<file path="src/rtl/regfile_wb_arbiter.sv">
// regfile_wb_arbiter
//   Arbitrates two write-back requesters (A = ALU, B = load unit) onto a
//   single register-file write port, and keeps a 32-entry busy scoreboard
//   used for source-operand hazard queries.
//
//   Ports
//     clk, rst              clock, asynchronous active-high reset
//     a_valid/a_rd/a_data   requester A write (held until a_ready)
//     a_ready               A granted this cycle (combinational)
//     b_valid/b_rd/b_data   requester B write (held until b_ready)
//     b_ready               B granted this cycle (combinational)
//     iss_valid, iss_rd     issuing instruction marks iss_rd busy
//     rs1, rs2              source registers queried for hazards
//     rs1_busy, rs2_busy    queried register has a write pending
//     rf_we/rf_rd/rf_wdata  registered register-file write port
//
//   Configuration
//     WB_ARB_RR_EN  defined   : round-robin on contention
//                   undefined : fixed priority, A always wins
module regfile_wb_arbiter #(
    parameter int XLEN = 32
) (
    input  logic            clk,
    input  logic            rst,
    input  logic            a_valid,
    input  logic [4:0]      a_rd,
    input  logic [XLEN-1:0] a_data,
    output logic            a_ready,
    input  logic            b_valid,
    input  logic [4:0]      b_rd,
    input  logic [XLEN-1:0] b_data,
    output logic            b_ready,
    input  logic            iss_valid,
    input  logic [4:0]      iss_rd,
    input  logic [4:0]      rs1,
    input  logic [4:0]      rs2,
    output logic            rs1_busy,
    output logic            rs2_busy,
    output logic            rf_we,
    output logic [4:0]      rf_rd,
    output logic [XLEN-1:0] rf_wdata
);

    logic            grant_a;
    logic            grant_b;
    logic            xfer;
    logic [4:0]      xfer_rd;
    logic [XLEN-1:0] xfer_data;
    logic [31:0]     busy;
    logic [31:0]     busy_nxt;

`ifdef WB_ARB_RR_EN
    // prefer_b is set after A wins and cleared after B wins, so the
    // requester that was not granted most recently wins the next tie.
    logic prefer_b;

    always_comb begin
        grant_a = 1'b0;
        grant_b = 1'b0;
        if (!rst) begin
            if (a_valid && b_valid) begin
                grant_a = !prefer_b;
                grant_b = prefer_b;
            end else begin
                grant_a = a_valid;
                grant_b = b_valid;
            end
        end
    end

    always_ff @(posedge clk or posedge rst) begin
        if (rst)
            prefer_b <= 1'b0;
        else if (grant_a)
            prefer_b <= 1'b1;
        else if (grant_b)
            prefer_b <= 1'b0;
    end
`else
    always_comb begin
        grant_a = !rst && a_valid;
        grant_b = !rst && b_valid && !a_valid;
    end
`endif

    assign a_ready   = grant_a;
    assign b_ready   = grant_b;
    assign xfer      = grant_a || grant_b;
    assign xfer_rd   = grant_b ? b_rd   : a_rd;
    assign xfer_data = grant_b ? b_data : a_data;

    // Output stage drains every cycle; rd==0 writes still update the
    // address/data registers but never pulse rf_we.
    always_ff @(posedge clk or posedge rst) begin
        if (rst) begin
            rf_we    <= 1'b0;
            rf_rd    <= 5'd0;
            rf_wdata <= '0;
        end else begin
            rf_we <= xfer && (xfer_rd != 5'd0);
            if (xfer) begin
                rf_rd    <= xfer_rd;
                rf_wdata <= xfer_data;
            end
        end
    end

    // Clear first, then set, so an issue to the register being written
    // back in the same cycle leaves it busy.
    always_comb begin
        busy_nxt = busy;
        if (xfer)
            busy_nxt[xfer_rd] = 1'b0;
        if (iss_valid)
            busy_nxt[iss_rd] = 1'b1;
        busy_nxt[0] = 1'b0;
    end

    always_ff @(posedge clk or posedge rst) begin
        if (rst)
            busy <= '0;
        else
            busy <= busy_nxt;
    end

    // The write sitting in the output stage has already cleared its busy
    // bit but is not yet in the register file, so it still counts.
    assign rs1_busy = (rs1 != 5'd0) && (busy[rs1] || (rf_we && (rf_rd == rs1)));
    assign rs2_busy = (rs2 != 5'd0) && (busy[rs2] || (rf_we && (rf_rd == rs2)));

endmodule

</file>
<file path="config.mk">
export PLATFORM = sky130hd
export DESIGN_NAME = regfile_wb_arbiter
export DESIGN_NICKNAME = d
export VERILOG_FILES = /design/src/rtl/regfile_wb_arbiter.sv
export SDC_FILE = /design/constraint.sdc
export NUM_CORES = 1
export LEC_CHECK = 0
export ABC_AREA = 1
export CAP_MARGIN = 25
export CORE_ASPECT_RATIO = 0.8
export CORE_MARGIN = 5
export CORE_UTILIZATION = 41
export DETAILED_ROUTE_END_ITERATION = 7
export MAX_ROUTING_LAYER = met4
export PLACE_DENSITY = 0.81
export SETUP_SLACK_MARGIN = 0.15
export SYNTH_ARGS = -nofsm -noshare
export SYNTH_HDL_FRONTEND = slang
export SYNTH_SLANG_ARGS = --single-unit
</file>
<file path="constraint.sdc">
create_clock -name clk -period 1.95 [get_ports clk]
set_input_delay 0.39 -clock clk [delete_from_list [all_inputs] [get_ports clk]]
set_output_delay 0.39 -clock clk [all_outputs]
set_load 0.01 [all_outputs]
</file>
# Word-level counts from Yosys, hierarchy flattened

Cells that the tools add are included.

Word-level logic and storage cells: 45
Flip-flop bits (word level): 69
Output and inout port bits: 42

Reductions and logical operators: 18
$lt $le $gt $ge: 6
Eq/ne operators: 2
Multiplexer cells: 12
Bitwise logic cells: 3

Operators with widths:

| operator                                                                            | count |
|---|---|
| 32-bit 2-to-1 mux                                                                   | 3 |
| 32-bit AND                                                                          | 1 |
| 32-bit inverter                                                                     | 1 |
| 32-bit OR                                                                           | 1 |
| 5-bit by 6-bit less-than comparator with 1-bit output, second input constant        | 4 |
| 5-bit nonzero test                                                                  | 3 |
| 1-bit binary-select mux with 5-bit select                                           | 2 |
| 1-bit demux with 5-bit select                                                       | 2 |
| 5-bit equality test                                                                 | 2 |
| 5-bit by 1-bit greater-or-equal comparator with 1-bit output, second input constant | 2 |
| 1-bit logical AND                                                                   | 10 |
| 5-bit 2-to-1 mux                                                                    | 1 |
| 1-bit 2-to-1 mux                                                                    | 4 |
| 1-bit logical OR                                                                    | 3 |
| 1-bit zero test                                                                     | 2 |

# Depth between registers and ports, before layout

Depth in word-level cells: 13
Mapped depth: 13
Mapped depth without buffers: 11

# Worst setup path after synthesis

No wires, ideal clock.

Kind: input-to-reg
Start point: input port rst
End point: register busy[12]
Setup time: 120 ps
Setup slack: -410 ps
Arrival: 2240 ps
Path buffers: 1
Stages: 8
Path through: inv_2 -> nand3_4 -> buf_6 -> o21ai_2 -> and2_1 -> nand2_2 -> o21ai_1 -> nand2_1

Longest elaborated chain between the ends: 13
Elaborated cells on any way between the ends: 16
Classes of those cells: order compare: 2; mux: 5; bitwise: 3; reduce/logical: 6

RTL lines:

| what                                                                                                                                                        | RTL line | RTL |
|---|---|---|
| start: declaration                                                                                                                                          | 24       | `input logic rst,` |
| 1-bit zero test (no line) (*)                                                                                                                               | n/a      |  |
| 1-bit logical AND (2 in series)                                                                                                                             | 82       | `grant_b = !rst && b_valid && !a_valid;` |
| 5-bit 2-to-1 mux                                                                                                                                            | 89       | `assign xfer_rd = grant_b ? b_rd : a_rd;` |
| 5-bit by 6-bit less-than comparator with 1-bit output (not written as such) or 5-bit by 1-bit greater-or-equal comparator with 1-bit output (tied branches) | 113      | `busy_nxt[xfer_rd] = 1'b0;` |
| 1-bit logical AND (not written as such)                                                                                                                     | 113      |  |
| 1-bit 2-to-1 mux (not written as such)                                                                                                                      | 113      |  |
| 1-bit demux with 5-bit select                                                                                                                               | 113      |  |
| 32-bit inverter (no line)                                                                                                                                   | n/a      |  |
| 32-bit AND (no line)                                                                                                                                        | n/a      |  |
| 32-bit 2-to-1 mux (*)                                                                                                                                       | 112      | `if (xfer)` |
| 32-bit OR (no line)                                                                                                                                         | n/a      |  |
| 32-bit 2-to-1 mux (*)                                                                                                                                       | 114      | `if (iss_valid)` |
| via busy_nxt[12]                                                                                                                                            | 50       | `logic [31:0] busy_nxt;` |
| end signal: assignment                                                                                                                                      | 123      | `busy <= busy_nxt;` |
| end: declaration                                                                                                                                            | 49       | `logic [31:0] busy;` |

The timed path passes the listed nets; every way through them passes the cells marked *.
A chain may end at the register's enable or synchronous reset.

# Final worst setup path

Start point: register busy[31]
End point: output port rs1_busy

Longest elaborated chain between the ends: 4

RTL lines:

| what                                      | RTL line | RTL |
|---|---|---|
| 1-bit binary-select mux with 5-bit select | 128      | `assign rs1_busy = (rs1 != 5'd0) && (busy[rs1] \|\| (rf_we && (rf_rd == rs1)));` |
| 1-bit 2-to-1 mux (not written as such)    | 128      |  |
| 1-bit logical OR                          | 128      |  |
| 1-bit logical AND                         | 128      |  |
| end: declaration                          | 37       | `output logic rs1_busy,` |

No other way between the ends. The select of a mux whose other input is x is not followed.

==> metrics.md <==
| Metric | Value |
|---|---|
| Outcome | finished clean |
| Register area share after synthesis | 0.4388 |
| Critical R2R Capture | busy[19] |
| Final min period | 1.910 ns |
| Crit path kind | flop to output port |
| DR vias/cell | 5.280 |
| Fmax achieved | 0.5237 GHz |
| Worst Hold Depth | 2 |
| Net Count, Synth | 645 |
| Area grow syn2layout | 61.53% |
| Mux cell area share after synthesis | 0 |
| Data required, critical path | 1.56 ns |
| Crit end category | output port |
| Depth of the CTS H-tree | 3 |
| I/O pin count | 136 |
| Post-Synth XOR/XNOR Area | 0 |
| # rows | 32 |
| Largest family of logic cells by synthesized area | simple AND/OR/NAND/NOR gates |
| CP Data Arrival Time | 1.52 ns |
| Pwr Density | 821.4 mW/mm^2 |
| Layout cells sized above 1 | 0.2146 |
| Buffers on Ports | 135 |
| Most used cell, CP | nand2_1 |
| Clk Tree Root Cell | clkbuf_16 |
| HPWL Detailed | 10690 um |
| Top post-synthesis cells by area | dfrtp_1 (44%), nand2_1 (13%), o21ai_0 (12%) |
| First-pass GRT wire length | 22900 um |
| Simple-gate share of the synthesized area | 0.2859 |
| Inst Count DP | 836 |
| Worst path slowest cell | dfrtp_1 |
| Vias | 4541 |
| Post-route DRC | 0 |
| HP Class | flop to flop |
| Antenna Nets Post-Route | 0 |
| Crit-path cells | inv_1 -> nand2_1 -> nand3_1 -> nand3_2 -> nand3_2 -> nand2_1 -> nand2_1 -> nand3_1 -> nand2_1 -> inv_1 -> buf_2 |
| Top cell type's share of synthesized area | 0.4388 |
| Crit path max-delay family | simple AND/OR/NAND/NOR gates |
| Clock slew at reported path FFs | 0.06 ns |
| Ys Warns | 0 |
| #FFs+latches synth | 69 |
| Startpoint types | flop |
| Adder-cell share of the synthesized area | 0 |
| CTS tree | yes |
| Number of global-route vias before repair | 4478 |
| Total Wirelength | 14500 um |
| Remaining Overflow, GRT | 0 |
| CTS buffer count | 9 |
| CP Buf/Inv Count | 3 |
| CTS Hold Bufs | 0 |
| Cell Area, Synth | 0.003935 mm^2 |
| Max cap viols | 0 |
| Worst slew pin tran | 0.8956 ns |
| CTS sink cnt | 69 |
| Leading area contributor after synthesis | dfrtp_1 |
| Maximum number of pins on one net before global-route repair | 70 |
| Slowest stage delay, CP | 0.39 ns |
| VDD IR max | 0.3922 mV |
| Initial Utilization | 0.4147 |
| Endpoint, Worst Hold | rf_wdata[8] |
| Final Hold Violating Endpoints | 0 |
| Hold path start | rf_wdata[8] |
| N_diodes | 0 |
| Worst Path Max Fanout | 2 |
| LEAKAGE | 2.904 nW |
| Compound-Gate Fraction of Synth Area | 0.1952 |
| RSZ-0062 raised after global routing | yes |
| Syn_area_per_cell | 7.142 um^2 |
| Slew Limit Fails | 0 |
| CTS Buffer Depth | 2 |
| Core area | 0.009489 mm^2 |
| Width of the chip | 119.5 um |
| GRT Overall Usage | 0.2498 |
| Count of cell types in the netlist | 25 |
| Mapped Cells | 551 |
| Max-slew headroom | 0.4029 |
| Wire length per cell | 16.86 um |
| Skew final | 0 ns |
| Final nets | 831 |
| Final setup viols | 0 |
| Drt pass-1 iters | 5 |
| Flop-to-flop setup slack | 1.03 ns |
| Fin crit share | 0.9793 |
| Length in cells of the worst reg-to-reg path | 4 |
| Fin Setup TNS | 0 ns |
| Die Footprint | 0.01167 mm^2 |
| Skew-Pair Late Insertion Delay | 0.33 ns |
| Initial antenna violation count | 0 |
| R2r startpoint | busy[19] |
| Number of DRC markers in iteration 0 | 482 |
| Routability cong. | 0.9763 |
| Die Ht | 97.63 um |
| Post-route insts no fill | 860 |
-- metrics by stage --
step	hold slack [ns]	utilization	setup slack (ns)	total power, mW	cell area (um^2)
5_1_grt	0.5138	0.6698	-0.05263	5.474	6356
3_3_place_gp	0.4668	0.6069	-0.7005	3.309	5759
2_1_floorplan	0.2707	-	0.2267	2.552	3943
3_5_place_dp	0.4732	0.6069	-0.7286	3.349	5759
4_1_cts	0.4871	0.6436	0.05745	5.078	6107
6_report	0.4841	0.6698	0.04042	5.221	6356
-- layout by cell type, fill, tap and decap left out, drive strengths merged --
master	netlist	final
dlygate4sd2	0	9
bufinv	0	1
buf	8	66
clkbuf	13	11
nand4	2	2
dfrtp	69	69
inv	57	59
clkdlybuf4s50	0	117
or2	1	1
nand3	57	57
and2	1	1
clkinvlp	0	1
clkdlybuf4s15	0	2
a21oi	9	9
nor3	9	9
nor2	46	46
nand2	141	141
o21ai	131	131
o22ai	6	6
dlymetal6s2s	0	2
o21bai	1	1
-- cells in the mapped netlist --
library cell	instances
nand2_1	137
o21ai_0	94
dfrtp_1	69
inv_1	52
nand3_1	47
nor2_1	46
o21ai_1	31
clkbuf_1	12
a21oi_1	9
nand3_2	9
nor3_1	9
buf_2	6
o21ai_2	6
o22ai_1	6
inv_2	4
nand2_2	4
nand4_1	2
and2_1	1
buf_4	1
buf_6	1
clkbuf_2	1
inv_4	1
nand3_4	1
o21bai_1	1
or2_1	1
-- state kept, by name, summed over array words and instances (netlist names) --
signal / flops
rf_wdata: 32
busy: 31
rf_rd: 5
rf_we: 1
-- kinds of logic after synthesis --
| kind of cell | after synthesis |
|---|---|
| simple gates | 257 |
| compound gates | 147 |
| buf+inv | 78 |
| flops | 69 |
-- repair_timing --
action,CTS,global route
gates cloned,0,0
pin swaps,9,12
buffers inserted,2,7
setup endpoints to repair,15,34
gates resized for setup,60,53
-- tightest hold or removal path, cell delays in order, from the launching register on --
cell	delay [ns]
dfrtp_1	0.34
nand2_1	0.05
o21ai_0	0.06
-- power breakdown --
part | internal (mW) | total [mW] | switching [mW]
clock network | 1.06 | 1.70 | 0.637
registers | 1.71 | 1.96 | 0.245
logic | 0.774 | 1.57 | 0.791
-- metal layers --
layer  track usage  routed length [um]  vias to the layer above  share of wire
met3       0.04715                 935                       28          0.064
met4       0.07835                 248                        0          0.017
li1              -                   -                     2196              -
met1        0.3363                6399                     2140           0.44
met2        0.3837                6915                      177           0.48
met5             -                   0                        -              0
-- cell type report --
cell class                 instances  area [um^2]
tap                              119        148.9
multi-input combinational        404         2095
timing repair buffer             196         1848
sequential                        69         1728
clock inverter                     4        55.05
inverter                          57        229.0
fill                             774         3133
clock buffer                      11        252.7
-- worst max-delay path by stage --
stage	slack, ns	to	depth (start not counted)	from
after floorplan	0.23	rs2_busy	13	rs2[0]
after global placement	-0.70	rs2_busy	13	rs2[0]
after detailed placement	-0.73	rs1_busy	12	rs1[0]
after CTS	0.06	rs1_busy	11	busy[19]
after global routing	-0.05	rs2_busy	11	busy[10]
final	0.04	rs1_busy	11	busy[31]
Power figures use the tool's default switching activity.
